$ cat config.mk
export PLATFORM = sky130hd
export DESIGN_NAME = rpc_cmd_arbiter
export DESIGN_NICKNAME = d
export VERILOG_FILES = /design/src/rtl/rpc_cmd_arbiter.sv
export SDC_FILE = /design/constraint.sdc
export NUM_CORES = 1
export LEC_CHECK = 0
export ABC_AREA = 1
export BUFFER_PORTS_ARGS = -buffer_cell sky130_fd_sc_hd__buf_2
export CAP_MARGIN = 40
export CELL_PAD_IN_SITES_DETAIL_PLACEMENT = 0
export CELL_PAD_IN_SITES_GLOBAL_PLACEMENT = 1
export CORE_MARGIN = 2
export CORE_UTILIZATION = 37
export CTS_CLUSTER_DIAMETER = 150
export CTS_CLUSTER_SIZE = 24
export DETAILED_ROUTE_END_ITERATION = 12
export GPL_ROUTABILITY_DRIVEN = 0
export PLACE_DENSITY = 0.91
export SLEW_MARGIN = 10
export SYNTH_ARGS = -nofsm -noshare
export SYNTH_HDL_FRONTEND = slang
export SYNTH_SLANG_ARGS = --single-unit
$ cat constraint.sdc
create_clock -name clk_i -period 2.5 [get_ports clk_i]
set_input_delay 0.25 -clock clk_i [delete_from_list [all_inputs] [get_ports clk_i]]
set_output_delay 0.25 -clock clk_i [all_outputs]
set_load 0.01 [all_outputs]
$ cat src/rtl/rpc_cmd_arbiter.sv
// rpc_cmd_arbiter
// Shares the single downstream RPC command issuer between the refresh timer
// (REF stream) and the frontend (read/write stream). Data normally wins; a
// REF that has been bypassed for max_postpone_i cycles becomes urgent and is
// forced through. After an issued REF all traffic is held off for trfc_i
// cycles so the device can finish its refresh.
//
//   state       | meaning
//   ------------+----------------------------------------------------------
//   ST_IDLE     | no command held; accept from at most one source
//   ST_ISSUE    | cmd_o presented to the issuer, held until cmd_ready_i
//   ST_REF_WAIT | tRFC window after a REF handshake; everything blocked
module rpc_cmd_arbiter #(
   parameter int CMD_WIDTH  = 19,
   parameter int AGE_WIDTH  = 8,
   parameter int TRFC_WIDTH = 8
) (
   input  logic                  clk_i,
   input  logic                  rst_i,
   // refresh timer side
   input  logic                  ref_valid_i,
   output logic                  ref_ready_o,
   input  logic [CMD_WIDTH-1:0]  ref_cmd_i,
   // frontend read/write side
   input  logic                  data_valid_i,
   output logic                  data_ready_o,
   input  logic [CMD_WIDTH-1:0]  data_cmd_i,
   // configuration
   input  logic [AGE_WIDTH-1:0]  max_postpone_i,
   input  logic [TRFC_WIDTH-1:0] trfc_i,
   // command issuer side
   output logic                  cmd_valid_o,
   input  logic                  cmd_ready_i,
   output logic [CMD_WIDTH-1:0]  cmd_o,
   output logic                  cmd_is_ref_o,
   // status
   output logic                  ref_blocking_o,
   output logic                  ref_urgent_o
);

   typedef enum logic [1:0] {
      ST_IDLE     = 2'b00,
      ST_ISSUE    = 2'b01,
      ST_REF_WAIT = 2'b10
   } state_t;

   state_t                  state_q;
   logic [AGE_WIDTH-1:0]    age_q;
   logic [TRFC_WIDTH-1:0]   trfc_cnt_q;
   logic [CMD_WIDTH-1:0]    cmd_q;
   logic                    is_ref_q;

   logic                    in_idle;
   logic                    urgent;
   logic                    sel_ref;
   logic                    sel_data;
   logic                    issue_hs;

   // Source selection in IDLE: urgent REF, then data, then a non-urgent REF.
   // Everything is gated by rst_i so all outputs read 0 while reset is held,
   // even before the first reset edge has cleared the state register.
   always_comb begin
      in_idle  = (state_q == ST_IDLE) && !rst_i;
      urgent   = ref_valid_i && (age_q >= max_postpone_i) && !rst_i;
      sel_ref  = in_idle && ref_valid_i && (urgent || !data_valid_i);
      sel_data = in_idle && data_valid_i && !urgent;
      issue_hs = (state_q == ST_ISSUE) && cmd_ready_i && !rst_i;
   end

   // Output drive; the command word and its type come straight from registers.
   always_comb begin
      ref_ready_o    = sel_ref;
      data_ready_o   = sel_data;
      ref_urgent_o   = urgent;
      cmd_valid_o    = (state_q == ST_ISSUE) && !rst_i;
      ref_blocking_o = (state_q == ST_REF_WAIT) && !rst_i;
      cmd_o          = cmd_q;
      cmd_is_ref_o   = is_ref_q;
   end

   // Refresh age: counts cycles a pending REF is passed over, saturating so a
   // long stall can never wrap back below the postponement limit.
   always_ff @(posedge clk_i) begin
      if (rst_i) begin
         age_q <= '0;
      end else if (ref_valid_i && !sel_ref) begin
         if (!(&age_q)) begin
            age_q <= age_q + 1'b1;
         end
      end else begin
         age_q <= '0;
      end
   end

   // Main sequencer: accept, hold for the issuer, then the optional tRFC wait.
   always_ff @(posedge clk_i) begin
      if (rst_i) begin
         state_q    <= ST_IDLE;
         trfc_cnt_q <= '0;
         cmd_q      <= '0;
         is_ref_q   <= 1'b0;
      end else begin
         case (state_q)
            ST_IDLE: begin
               if (sel_ref) begin
                  cmd_q    <= ref_cmd_i;
                  is_ref_q <= 1'b1;
                  state_q  <= ST_ISSUE;
               end else if (sel_data) begin
                  cmd_q    <= data_cmd_i;
                  is_ref_q <= 1'b0;
                  state_q  <= ST_ISSUE;
               end
            end
            ST_ISSUE: begin
               if (issue_hs) begin
                  // trfc_i is only looked at here, so it may change freely
                  // while a REF is queued or in flight.
                  if (is_ref_q && (trfc_i != '0)) begin
                     trfc_cnt_q <= trfc_i;
                     state_q    <= ST_REF_WAIT;
                  end else begin
                     state_q    <= ST_IDLE;
                  end
               end
            end
            ST_REF_WAIT: begin
               // Leave in the cycle the counter reads 1 so the window is
               // exactly trfc_i cycles long; a 0 is treated the same as 1.
               if (trfc_cnt_q <= TRFC_WIDTH'(1)) begin
                  trfc_cnt_q <= '0;
                  state_q    <= ST_IDLE;
               end else begin
                  trfc_cnt_q <= trfc_cnt_q - 1'b1;
               end
            end
            default: begin
               trfc_cnt_q <= '0;
               state_q    <= ST_IDLE;
            end
         endcase
      end
   end

endmodule

---- Yosys cells after proc, flatten, opt, wreduce, memory -nomap -nowiden ----
Index checks and enable logic that the tools add are counted.
word-level totals
  register bits after elaboration ......... 38
cells by class
  add/sub/neg operators ................... 2
  $lt $le $gt $ge ......................... 2
  equality and inequality tests ........... 6
  mux-type cells .......................... 14
  bitwise gates (word level) .............. 2
  reductions and logical operators ........ 26
operators by type and width
  operator               count
  $mux W19               2
  $mux W8                3
  $pmux W8 S3            1
  $logic_and A1 B1 Y1    13
  $mux W2                5
  $add A8 B1 Y8 const B  1
  $ge A8 B8 Y1           1
  $le A8 B1 Y1 const B   1
  $reduce_and A8 Y1      1
  $reduce_bool A8 Y1     1
  $sub A8 B1 Y8 const B  1
  $pmux W2 S3            1
  $reduce_and A3 Y1      2
  $logic_not A1 Y1       4
  $ne A2 B1 Y1 const B   2
  $ne A3 B3 Y1 const B   1
  $eq A2 B1 Y1 const B   1
  $eq A2 B2 Y1 const B   1
  $logic_not A2 Y1       1
  $mux W1                2
  $ne A2 B2 Y1 const B   1
  $not A1 Y1             2
  $reduce_and A2 Y1      1
  $reduce_bool A2 Y1     1
  other kinds (2)        2

---- Depth between registers and ports, before layout ----
  depth after elaboration ................. 9
  gate-level depth with buffers ........... 17
  depth with buffers taken out ............ 16

---- Least setup slack after synthesis ----
Ideal clock, no wire load.
  kind .................................... flip-flop to output port
  from .................................... register age_q[5]
  to ...................................... output data_ready_o
  arrival time ............................ 1.494 ns
  slack ................................... 0.756 ns
  cell stages (with the launch flop) ...... 10
  cells stage by stage .................... dfxtp_1 -> ha_1 -> a21oi_1 -> nor2_1 -> nor2_1 -> nand3_1 -> nand2_2 -> nand2_4 -> buf_4 -> nor3_1
on the way
  cells in the longest elaborated chain, start to end .. 5
ends and longest elaborated chain
  element                            line  RTL
  start, declared                    48    logic [AGE_WIDTH-1:0] age_q;
  start signal, assigned             88    age_q <= age_q + 1'b1;
  $ge A8 B8 Y1                       64    urgent = ref_valid_i && (age_q >= max_postpone_i) && !rst_i;
  $logic_and A1 B1 Y1 (2 in series)  64
  $logic_not A1 Y1                   66    sel_data = in_idle && data_valid_i && !urgent;
  $logic_and A1 B1 Y1                66
  end, declared                      26    output logic data_ready_o,
No other way between the ends.

---- Worst setup path after layout ----
  from .................................... register age_q[7]
  to ...................................... output ref_ready_o
on the way
  cells in the longest elaborated chain, start to end .. 5
ends and longest elaborated chain
  element                            line  RTL
  $ge A8 B8 Y1                       64
  $logic_and A1 B1 Y1 (2 in series)  64
  $logic_or A1 B1 Y1                 65    sel_ref = in_idle && ref_valid_i && (urgent || !data_valid_i);
  $logic_and A1 B1 Y1                65
  end, declared                      22    output logic ref_ready_o,
No other way between the ends.

==> report_table.html <==
<table>
<tr><th>Metric</th><th>Value</th></tr>
<tr><th colspan="2">Run status</th></tr>
<tr><td>Run status</td><td>finished clean</td></tr>
<tr><th colspan="2">Yosys</th></tr>
<tr><td>Top FF cell, synth</td><td>sky130_fd_sc_hd__dfxtp_1</td></tr>
<tr><td>Largest area contributor in the netlist</td><td>sky130_fd_sc_hd__dfxtp_1</td></tr>
<tr><td>Post-synthesis average cell area</td><td>7.01 µm²</td></tr>
<tr><td>Cell area after synthesis</td><td>between 2000 and 2500 µm²</td></tr>
<tr><td>Synth cell count leaders</td><td>sky130_fd_sc_hd__nand2_1 (72), sky130_fd_sc_hd__inv_1 (51), sky130_fd_sc_hd__nand3_1 (43)</td></tr>
<tr><td>Number of warnings printed during yosys synthesis</td><td>0</td></tr>
<tr><td>Asr flop ratio synth</td><td>0</td></tr>
<tr><td>Register bit total from synthesis</td><td>38</td></tr>
<tr><td>Post-synthesis sequential area ratio</td><td>0.317</td></tr>
<tr><td>Largest cells by area after synthesis</td><td>sky130_fd_sc_hd__dfxtp_1 (32%), sky130_fd_sc_hd__nand2_1 (11%), sky130_fd_sc_hd__nand3_1 (9.0%), sky130_fd_sc_hd__inv_1 (8.0%), sky130_fd_sc_hd__ha_1 (7.3%)</td></tr>
<tr><td>Number of distinct library cells after synthesis</td><td>33</td></tr>
<tr><td>Top-area cell type share of the netlist area</td><td>0.317</td></tr>
<tr><td>Post-synth net total</td><td>approximately 420</td></tr>
<tr><td>Number of enable flip-flop cells after synthesis</td><td>0</td></tr>
<tr><td>Top-count cell post-synth</td><td>sky130_fd_sc_hd__nand2_1</td></tr>
<tr><td>Gate Count Post-Synth</td><td>343</td></tr>
<tr><th colspan="2">Global routing</th></tr>
<tr><td>Number of antenna violations at the first check in global routing</td><td>0</td></tr>
<tr><td>GRT overflow</td><td>0</td></tr>
<tr><td>GRT Util Overall</td><td>0.164</td></tr>
<tr><td>Global-route wire length before repair</td><td>between 9 and 10 mm</td></tr>
<tr><td>Maximum number of pins on one net before global-route repair</td><td>25</td></tr>
<tr><td>Via count of the first global-routing pass</td><td>between 2,000 and 2,500</td></tr>
<tr><th colspan="2">Power</th></tr>
<tr><td>IR Drop Worst-Case VDD</td><td>roughly 0.33 mV</td></tr>
<tr><td>Sw Share</td><td>0.380</td></tr>
<tr><td>Internal Pwr Total</td><td>1.21 mW</td></tr>
<tr><td>Share of total power in the clock network</td><td>0.202</td></tr>
<tr><td>LEAKAGE</td><td>between 1.5 and 2 nW</td></tr>
<tr><td>Comb pwr share</td><td>0.417</td></tr>
<tr><td>P per Cell Area</td><td>667 nW/µm²</td></tr>
<tr><td>Sequential power share</td><td>0.380</td></tr>
<tr><td>Net switching power of the design</td><td>between 700 and 800 µW</td></tr>
<tr><th colspan="2">Layout</th></tr>
<tr><td>Area grow syn2layout</td><td>21.8%</td></tr>
<tr><td>Post-route non-filler standard cell count</td><td>~500</td></tr>
<tr><td>Fill cell total of the finished layout</td><td>just under 700</td></tr>
<tr><td>Count of inserted antenna diode cells</td><td>0</td></tr>
<tr><td>Fraction of layout cells with a size suffix above 1</td><td>0.265</td></tr>
<tr><td>Final net count</td><td>between 400 and 500</td></tr>
<tr><th colspan="2">Setup path</th></tr>
<tr><td>Worst endpoint required time</td><td>~2.3 ns</td></tr>
<tr><td>End of the critical path</td><td>ref_ready_o</td></tr>
<tr><td>Worst endpoint data arrival time</td><td>just over 2 ns</td></tr>
<tr><td>Gate family responsible for the most delay along the worst path</td><td>simple AND/OR/NAND/NOR gates</td></tr>
<tr><td>Destination of the worst register-to-register timing path</td><td>age_q[2]$_SDFFE_PP0N_</td></tr>
<tr><td>Cells traversed along the worst timing path</td><td>ha_1 &gt; nand2_1 &gt; nor2_2 &gt; nand4_1 &gt; nand3_1 &gt; nand2_2 &gt; nand2_4 &gt; nand2_4 &gt; inv_1 &gt; buf_2</td></tr>
<tr><td>Depth of the most critical reg-to-reg path</td><td>9</td></tr>
<tr><td>Start of the worst register-to-register path</td><td>age_q[7]$_SDFFE_PP0N_</td></tr>
<tr><td>Slowest library cell on the worst path</td><td>sky130_fd_sc_hd__dfxtp_1</td></tr>
<tr><td>Setup slack on the worst flop-to-flop path</td><td>about 0.46 ns</td></tr>
<tr><td>Startpoint-to-endpoint class of the critical path</td><td>reg2out</td></tr>
<tr><td>Max Fanout on Critical Path</td><td>22</td></tr>
<tr><td>Category of the worst setup path launch point</td><td>register</td></tr>
<tr><td>Worst setup path start</td><td>age_q[7]$_SDFFE_PP0N_</td></tr>
<tr><td>Most used cell, CP</td><td>sky130_fd_sc_hd__nand2_4</td></tr>
<tr><td>Count of buffer and inverter cells on the critical path</td><td>2</td></tr>
<tr><td>Sort of element at the end of the critical path</td><td>output port</td></tr>
<tr><td>Levels on crit path</td><td>10</td></tr>
<tr><td>Largest stage delay on the critical path</td><td>0.35 ns</td></tr>
<tr><th colspan="2">Timing</th></tr>
<tr><td>Number of failing hold endpoints at the final stage</td><td>0</td></tr>
<tr><td>RSZ-0062 raised after global routing</td><td>no</td></tr>
<tr><td>Max Clk Rate</td><td>around 440 MHz</td></tr>
<tr><td>Final setup violation count</td><td>0</td></tr>
<tr><td>Final critical-path required period</td><td>~2.3 ns</td></tr>
<tr><td>Portion of the clock cycle consumed by the worst path in the final layout</td><td>0.919</td></tr>
<tr><td>Worst relative slew slack</td><td>0.723</td></tr>
<tr><td>Hold Worst Slack</td><td>0.243 ns</td></tr>
<tr><td>Setup TNS</td><td>0 ns</td></tr>
<tr><td>Transition at the pin with the smallest max-transition slack</td><td>just over 0.4 ns</td></tr>
<tr><td>Worst clock skew</td><td>between 0.004 and 0.005 ns</td></tr>
<tr><td>Number of max-slew violations in the final report</td><td>0</td></tr>
<tr><td>Fin worst setup slack</td><td>approximately 0.20 ns</td></tr>
<tr><th colspan="2">CTS</th></tr>
<tr><td>Hold_buf cts</td><td>0</td></tr>
<tr><td>Total number of H-tree levels</td><td>2</td></tr>
<tr><td>Num CTS Buffers</td><td>5</td></tr>
<tr><td>Clock slew seen by the registers of the worst setup and hold paths</td><td>roughly 0.070 ns</td></tr>
<tr><td>Clock tree from TritonCTS</td><td>yes</td></tr>
<tr><td>Clock latency on the worst-skew pair</td><td>~0.29 ns</td></tr>
<tr><td>Setup Fix Bufs, Post-CTS</td><td>0</td></tr>
<tr><td>Number of sinks on the clock net</td><td>38</td></tr>
<tr><td>Buffer levels on the longest clock path</td><td>2</td></tr>
<tr><td>Root buf cell</td><td>sky130_fd_sc_hd__clkbuf_8</td></tr>
<tr><td>Count of instances resized after the clock tree is built</td><td>0</td></tr>
<tr><th colspan="2">Die</th></tr>
<tr><td>Placeable Area</td><td>~6300 µm²</td></tr>
<tr><td>Ports placed on the boundary</td><td>84</td></tr>
<tr><td>Y dimension of the die</td><td>roughly 85 µm</td></tr>
<tr><td>Width of the chip</td><td>~85 µm</td></tr>
<tr><td>Die Footprint</td><td>roughly 7200 µm²</td></tr>
<tr><td>Initial Utilization</td><td>0.381</td></tr>
<tr><td>Number of rows created at floorplan</td><td>29</td></tr>
<tr><th colspan="2">Routing</th></tr>
<tr><td>Ratio of routed vias to standard cells</td><td>approximately 4.9</td></tr>
<tr><td>DRC violation total after the first TritonRoute iteration</td><td>85</td></tr>
<tr><td>DRT Pass-1 Iters</td><td>4</td></tr>
<tr><td>Via total after detailed routing</td><td>approximately 2,400</td></tr>
<tr><td>DRC violations left</td><td>0</td></tr>
<tr><td>Remaining antenna violation count after routing</td><td>0</td></tr>
<tr><td>Routed wire length</td><td>~5.6 mm</td></tr>
<tr><td>Routed len/inst</td><td>roughly 11 µm</td></tr>
<tr><th colspan="2">Worst hold path</th></tr>
<tr><td>HP Class</td><td>in2reg</td></tr>
<tr><th colspan="2">Place</th></tr>
<tr><td>Dpl cells</td><td>a little under 500</td></tr>
<tr><td>Post-placement setup slack</td><td>slightly above 0.4 ns</td></tr>
<tr><td>Number of buffers inserted by port buffering</td><td>83</td></tr>
<tr><td>Total half-perimeter wirelength after legalization and detailed placement</td><td>between 4 and 5 mm</td></tr>
<tr><th colspan="2">Run</th></tr>
<tr><td>Count of maximum capacitance violations</td><td>0</td></tr>
</table>
worst reg2reg max path: stages (launching register included):
cell and delay, ns:
sky130_fd_sc_hd__dfxtp_1 0.40, sky130_fd_sc_hd__ha_1 0.27, sky130_fd_sc_hd__a21o_1 0.16, sky130_fd_sc_hd__nor2_1 0.10
sky130_fd_sc_hd__nand3_1 0.12, sky130_fd_sc_hd__nand2_2 0.11, sky130_fd_sc_hd__nand2_4 0.15, sky130_fd_sc_hd__nand2_4 0.24
sky130_fd_sc_hd__nand2_1 0.22, sky130_fd_sc_hd__nor3_1 0.19
layout by cell type, fill, tap and decap left out, types with 4 or more instances in the layout:
| cell type | n |
|---|---|
| sky130_fd_sc_hd__nand2_1 | 72 |
| sky130_fd_sc_hd__ha_1 | 14 |
| sky130_fd_sc_hd__nor3_1 | 5 |
| sky130_fd_sc_hd__nand3_1 | 43 |
| sky130_fd_sc_hd__inv_1 | 51 |
| sky130_fd_sc_hd__buf_2 | 83 |
| sky130_fd_sc_hd__a21oi_1 | 10 |
| sky130_fd_sc_hd__clkbuf_8 | 5 |
| sky130_fd_sc_hd__inv_2 | 5 |
| sky130_fd_sc_hd__nand4_1 | 4 |
| sky130_fd_sc_hd__nor2_1 | 23 |
| sky130_fd_sc_hd__o21a_1 | 20 |
| sky130_fd_sc_hd__o21ai_0 | 7 |
| sky130_fd_sc_hd__a22oi_1 | 5 |
| sky130_fd_sc_hd__dfxtp_1 | 38 |
| sky130_fd_sc_hd__xor2_1 | 4 |
| sky130_fd_sc_hd__nor2_2 | 6 |
| sky130_fd_sc_hd__o22ai_1 | 5 |
cell families after synthesis:
kind of cell,share of synthesized area
compound gates,0.147
xor+xnor,0.0255
fa+ha+maj,0.0729
buf+inv,0.127
flops,0.317
simple gates,0.311
power groups by stage:
| stage | Sequential (mW) | Combinational (mW) | Clock, mW |
|---|---|---|---|
| 6_report | 0.742 | 0.815 | 0.395 |
| 5_1_grt | 0.752 | 0.930 | 0.430 |
| 4_1_cts | 0.744 | 0.822 | 0.406 |
| 3_5_place_dp | 0.757 | 0.819 | 0 |
| 3_3_place_gp | 0.753 | 0.812 | 0 |
| 2_1_floorplan | 0.785 | 0.570 | 0 |
registers in the layout (all words and copies together), names as in the netlist:
name and count:
age_q 8, cmd_is_ref_o 1, state_q 2, cmd_o 19, trfc_cnt_q 8
final cells by class:
type,count,area (µm²),area share
Multi-Input combinational cell,236,1340,0.457
Sequential cell,38,761,0.260
Timing Repair Buffer,85,443,0.151
Inverter,56,210,0.0718
Tap cell,77,96.3,0.0329
Clock buffer,6,72.6,0.0248
Clock inverter,1,7.51,0.00256
worst min path at each step:
stage	end	cells after the start	slack, ns	startpoint
6_report	cmd_o[12]$_SDFFE_PP0P_	5	0.24	data_cmd_i[12]
5_1_grt	cmd_o[1]$_SDFFE_PP0P_	5	0.26	data_cmd_i[1]
4_1_cts	cmd_o[12]$_SDFFE_PP0P_	5	0.24	data_cmd_i[12]
3_5_place_dp	trfc_cnt_q[7]$_SDFFE_PP0P_	2	0.49	trfc_cnt_q[7]$_SDFFE_PP0P_
3_3_place_gp	trfc_cnt_q[7]$_SDFFE_PP0P_	2	0.46	trfc_cnt_q[7]$_SDFFE_PP0P_
2_1_floorplan	trfc_cnt_q[5]$_SDFFE_PP0P_	1	0.32	rst_i
through the flow:
stage	utilization	total power, mW	cell area [µm²]
finish	0.464	1.95	2930
global route	0.464	2.11	2930
CTS	0.464	1.97	2930
detailed placement	0.451	1.58	2850
global placement	0.451	1.57	2850
floorplan	-	1.35	2400
layer usage:
metal  up-vias  global-route usage  part of all wire
li1       1264                   -                 -
met1      1050               0.189              0.42
met2        95               0.277              0.46
met3        13              0.0551             0.089
met4         0              0.0678             0.026
met5         -                   0                 0
Power figures use the tool's default switching activity.
